==> src/rtl/l2_flush_ctrl.sv <==
// l2_flush_ctrl: sequences a full L2 flush.
// Walks every set/way in order (set-major, way-minor). Each line is read, then
// written back if valid and dirty, then invalidated if valid. After the last
// line it waits for all outstanding requests to retire before signalling done.
//
// Ports:
//   clk, rst          clock; synchronous active-high reset
//   flush_req         start pulse, honoured only while idle
//   ongoing_atomic    holds off the walk while high
//   free_reqs         free request-tracking entries (N_REQS = none outstanding)
//   rd_en             tag/state read strobe
//   rd_set, rd_way    line index for read, writeback and invalidate
//   line_valid/dirty  state of the line read, one cycle after rd_en
//   wb_valid/wb_ready writeback request handshake
//   inv_en            one-cycle invalidate strobe
//   flush_busy        high whenever not idle
//   flush_done        one-cycle completion pulse
//   wb_cnt            writebacks issued by the current/last flush, saturating
module l2_flush_ctrl #(
    parameter int unsigned L2_SETS      = 256,
    parameter int unsigned L2_WAYS      = 8,
    parameter int unsigned SET_BITS     = 8,
    parameter int unsigned WAY_BITS     = 3,
    parameter int unsigned N_REQS       = 4,
    parameter int unsigned REQS_BITS_P1 = 3
) (
    input  logic                    clk,
    input  logic                    rst,
    input  logic                    flush_req,
    input  logic                    ongoing_atomic,
    input  logic [REQS_BITS_P1-1:0] free_reqs,
    output logic                    rd_en,
    output logic [SET_BITS-1:0]     rd_set,
    output logic [WAY_BITS-1:0]     rd_way,
    input  logic                    line_valid,
    input  logic                    line_dirty,
    output logic                    wb_valid,
    input  logic                    wb_ready,
    output logic                    inv_en,
    output logic                    flush_busy,
    output logic                    flush_done,
    output logic [15:0]             wb_cnt
);

    localparam int unsigned CNT_BITS = 16;

    localparam logic [SET_BITS-1:0]     LAST_SET = SET_BITS'(L2_SETS - 1);
    localparam logic [WAY_BITS-1:0]     LAST_WAY = WAY_BITS'(L2_WAYS - 1);
    localparam logic [REQS_BITS_P1-1:0] ALL_FREE = REQS_BITS_P1'(N_REQS);
    localparam logic [CNT_BITS-1:0]     CNT_MAX  = {CNT_BITS{1'b1}};

    typedef enum logic [3:0] {
        S_IDLE,
        S_WAIT,
        S_READ,
        S_CHECK,
        S_ISSUE,
        S_INV,
        S_NEXT,
        S_DRAIN,
        S_DONE
    } state_t;

    state_t                state;
    state_t                state_n;
    logic [SET_BITS-1:0]   set_n;
    logic [WAY_BITS-1:0]   way_n;
    logic [CNT_BITS-1:0]   cnt_n;
    logic                  rd_en_n;
    logic                  wb_valid_n;
    logic                  inv_en_n;
    logic                  busy_n;
    logic                  done_n;
    logic                  wb_fire;
    logic                  last_line;

    assign wb_fire   = wb_valid && wb_ready;
    assign last_line = (rd_set == LAST_SET) && (rd_way == LAST_WAY);

    // Next-state, counter and next-output decode.
    always_comb begin
        state_n = state;
        set_n   = rd_set;
        way_n   = rd_way;
        cnt_n   = wb_cnt;

        unique case (state)
            S_IDLE: begin
                if (flush_req) begin
                    state_n = S_WAIT;
                    set_n   = '0;
                    way_n   = '0;
                    cnt_n   = '0;
                end
            end
            S_WAIT: begin
                if (!ongoing_atomic) begin
                    state_n = S_READ;
                end
            end
            S_READ: begin
                state_n = S_CHECK;
            end
            S_CHECK: begin
                // line_dirty is meaningless for an invalid line
                if (line_valid && line_dirty) begin
                    state_n = S_ISSUE;
                end else if (line_valid) begin
                    state_n = S_INV;
                end else begin
                    state_n = S_NEXT;
                end
            end
            S_ISSUE: begin
                if (wb_fire) begin
                    state_n = S_INV;
                    if (wb_cnt != CNT_MAX) begin
                        cnt_n = wb_cnt + CNT_BITS'(1);
                    end
                end
            end
            S_INV: begin
                state_n = S_NEXT;
            end
            S_NEXT: begin
                // The final line leaves the indices in place
                if (last_line) begin
                    state_n = S_DRAIN;
                end else begin
                    state_n = S_READ;
                    if (rd_way != LAST_WAY) begin
                        way_n = rd_way + WAY_BITS'(1);
                    end else begin
                        way_n = '0;
                        set_n = rd_set + SET_BITS'(1);
                    end
                end
            end
            S_DRAIN: begin
                if (free_reqs == ALL_FREE) begin
                    state_n = S_DONE;
                end
            end
            S_DONE: begin
                state_n = S_IDLE;
            end
            default: begin
                state_n = S_IDLE;
            end
        endcase

        rd_en_n  = (state_n == S_READ);
        inv_en_n = (state_n == S_INV);
        busy_n   = (state_n != S_IDLE);
        done_n   = (state_n == S_DONE);
        // A raised request stays up until accepted; it is only raised with a
        // free tracking entry available.
        wb_valid_n = (state_n == S_ISSUE) && (wb_valid || (free_reqs != '0));
    end

    // State, index counters and registered outputs.
    always_ff @(posedge clk) begin
        if (rst) begin
            state      <= S_IDLE;
            rd_set     <= '0;
            rd_way     <= '0;
            wb_cnt     <= '0;
            rd_en      <= 1'b0;
            wb_valid   <= 1'b0;
            inv_en     <= 1'b0;
            flush_busy <= 1'b0;
            flush_done <= 1'b0;
        end else begin
            state      <= state_n;
            rd_set     <= set_n;
            rd_way     <= way_n;
            wb_cnt     <= cnt_n;
            rd_en      <= rd_en_n;
            wb_valid   <= wb_valid_n;
            inv_en     <= inv_en_n;
            flush_busy <= busy_n;
            flush_done <= done_n;
        end
    end

    // Array strobes never overlap.
    a_strobes_exclusive : assert property (
        @(posedge clk) disable iff (rst) $onehot0({rd_en, wb_valid, inv_en})
    );

endmodule

==> config.mk <==
export PLATFORM = sky130hd
export DESIGN_NAME = l2_flush_ctrl
export DESIGN_NICKNAME = d
export VERILOG_FILES = /design/src/rtl/l2_flush_ctrl.sv
export SDC_FILE = /design/constraint.sdc
export NUM_CORES = 1
export LEC_CHECK = 0
export CAP_MARGIN = 20
export CORE_MARGIN = 2
export CORE_UTILIZATION = 45
export DETAILED_ROUTE_END_ITERATION = 12
export GPL_TIMING_DRIVEN = 0
export PLACE_DENSITY = 0.86
export REMOVE_ABC_BUFFERS = 1
export SLEW_MARGIN = 15
export SYNTH_ARGS = -nofsm -noshare
export SYNTH_HDL_FRONTEND = slang
export SYNTH_SLANG_ARGS = --single-unit
==> constraint.sdc <==
create_clock -name clk -period 1.8 [get_ports clk]
set_input_delay 0.36 -clock clk [delete_from_list [all_inputs] [get_ports clk]]
set_output_delay 0.36 -clock clk [all_outputs]
set_load 0.005 [all_outputs]
==> flow_metrics.tcl <==
set metrics [dict create \
    die_x_um 69.2 \
    synth_top_cell_area_share_pct 37.7 \
    leakage_uw 0.000906 \
    rows 23 \
    routed_via_density 6.14 \
    drtIter0Drc 181 \
    die_height_um 69.2 \
    critPathRequiredTime_ns 2.02 \
    p_per_area_nw_per_um2 611 \
    arrival_ns 2.08 \
    finalClockSkew_ns 0.00564 \
    gp_congestion 0.867 \
    ys_seq_area_share_pct 37.7 \
    antenna_left 0 \
    grt_pass1_vias 1817 \
    drc_errors 0 \
    ys_seq_elements 36 \
    fin_crit_sh_pct 103 \
    cts_sinks 36 \
    final_common_cell "clkdlybuf4s50_1" \
    rr_endpoint "wb_cnt[14]" \
    globalRouteOverflowTotal 0 \
    avgRoutedWirePerCell_um 15.8 \
    finalHoldViolCount 0 \
    synthTopCellsByArea "dfxtp_1, nor2_1, nand2_1" \
    numCtsBuffers 5 \
    antennaDiodeCount 0 \
    rr_worst_depth 5 \
    tightest_slew_ns 0.553 \
    grt_max_degree 22 \
    syn_inst 222 \
    fmax_mhz 538 \
    async_reset_ff_share_pct 0 \
    fin_crit_ns 1.86 \
    holdCritPathClass "register to register" \
    maxCapViolCount 0 \
    worst-setup-path-type "register to register" \
    antenna_found_initial 0 \
    crit_path_end_kind "register" \
    worst_slack_ns -0.0592 \
    dieArea_um2 4780 \
    path_max_fanout 11 \
    core-area_um2 4060 \
    ir_worst_vdd_mv 0.457 \
    via_count 1977 \
    clock_latency_ns 0.29 \
    relSlewSlack_pct 62.8 \
    root_buffer "clkbuf_8" \
    hold_buffers 0 \
    synth_edf_count 0 \
    syn_area_um2 1910 \
    fill_cells 316 \
    rrSetupSlack_ns -0.06 \
    reg2reg_from "state[3]" \
    report.final.slew_viol_count 0 \
    syn_avg_cell_area_um2 8.61 \
    ys.warnings.count 0 \
    cts_tree "done" \
    drtPass1Iterations 4 \
    start_util_pct 47.1 \
    port_buffers 41 \
    violations "setup timing" \
    cts.clk_slew.worst_paths_ns 0.07 \
    finalSetupViolCount 5 \
    yosysUniqueCellTypes 53 \
    clockBufferDepth 2 \
    wirelength_mm 5.09 \
    final_nets 285 \
    synth.largest_area_cell "dfxtp_1" \
    critical_path.endpoint "wb_cnt[14]" \
    start_kind "register" \
    rsz0062_at_grt "yes" \
    cts_max_level 2 \
    grtUsageTotal_pct 20.7 \
    drive_gt1_share_pct 25.4 \
    ys.flop_type "dfxtp_1" \
    dp_hpwl_mm 3.14 \
    dpl_cell_area_um2 2340 \
    grt_pass1_wl_mm 8.22 \
    postLayoutCellArea_um2 2730 \
    most-common-layout-cells "clkdlybuf4s50_1, nor2_1, nand2_1, dfxtp_1, a21oi_1" \
    crit_start "state[3]" \
    status "complete, but fails checks" \
    fin_cells 322 \
    dp_cells 305 \
    syn2layout_area_growth_pct 42.7 \
    io_pins 42 \
]
-- flip-flops by register name, indices dropped and copies added (netlist names) --
register,count
state,4
inv_en,1
rd_set,8
wb_cnt,16
flush_done,1
flush_busy,1
rd_en,1
wb_valid,1
rd_way,3
-- Yosys cell counts, types with 4 or more instances --
cell,count
nand3_1,5
clkbuf_1,4
nor3_1,7
and3_1,6
nand4_1,7
dfxtp_1,36
nor4_1,7
xnor2_1,7
or4_1,6
a21oi_1,16
nand2_1,22
o21ai_0,6
nand4b_1,4
inv_1,6
ha_1,4
nor2_1,24
-- through the flow --
stage / setup slack (ns) / power (uW) / hold WS, ns / util [%] / setup TNS (ns)
floorplan: -0.0921 / 972 / 0.428 / - / -0.433
global placement: -0.692 / 1050 / 0.491 / 57.7 / -10.00
detailed placement: -0.742 / 1050 / 0.495 / 57.7 / -11.21
CTS: 0.000229 / 1660 / 0.504 / 64.7 / 0
global route: -0.136 / 1740 / 0.527 / 67.2 / -0.924
finish: -0.0592 / 1670 / 0.485 / 67.2 / -0.109
-- where the power goes --
| group | internal [uW] | switching, uW | leakage [uW] |
|---|---|---|---|
| combinational | 114 | 121 | 0.000559 |
| clock | 312 | 277 | 0.0000455 |
| sequential | 811 | 31.5 | 0.000301 |
| total | 1240 | 430 | 0.000906 |
-- worst max-delay path, stage by stage, from the launching register on --
cell     delay (ns)
dfxtp_4        0.40
nor4b_4        0.31
nand3_1        0.19
o21a_4         0.28
or4_1          0.47
a21oi_1        0.14
-- final cells by class --
type	instances	area [um2]	share of cell area, %
clock buffers	8	90.1	3.30
multi-input cells	172	1320	48.3
well taps	50	62.6	2.29
flip-flops and latches	36	758	27.8
inverters	6	22.5	0.826
repair buffers	50	477	17.5
-- logic make-up (layout without fill, tap and decap cells) --
| logic type | after synthesis | in the layout | synth area share [%] |
|---|---|---|---|
| AO/OA/AOI/OAI | 47 | 47 | 17.3 |
| XOR/XNOR | 9 | 9 | 4.13 |
| adder cells (fa/ha/maj) | 4 | 4 | 2.62 |
| buffers and inverters | 14 | 64 | 3.34 |
| flip-flops | 36 | 36 | 37.7 |
| multiplexers | 1 | 1 | 0.524 |
| AND/OR/NAND/NOR | 111 | 111 | 34.4 |
-- worst min-delay path by stage --
stage / startpoint / endpoint / slack, ns / cells past startpoint
finish: wb_cnt[5] / wb_cnt[5] / 0.48 / 2
CTS: wb_cnt[14] / wb_cnt[14] / 0.50 / 2
global placement: wb_cnt[5] / wb_cnt[5] / 0.49 / 2
floorplan: rst / wb_cnt[7] / 0.43 / 1
detailed placement: wb_cnt[14] / wb_cnt[14] / 0.50 / 2
global route: wb_cnt[5] / wb_cnt[5] / 0.53 / 2
-- timing repair --
item                                    CTS  global route
pin swaps                                 7             6
endpoints found under the setup margin   32            25
buffers inserted                          5             4
gates resized for setup                  42            18
gates cloned                              0             0
-- routing by layer --
metal  GRT usage (%)  up-vias  share of wire (%)
met2            33.8       69                 51
met5               0        -                  0
met3            4.97        8                5.1
met1            26.0      955                 42
li1                -      945                  -
met4            9.15        0                1.8
(Power assumes the default switching activity.)
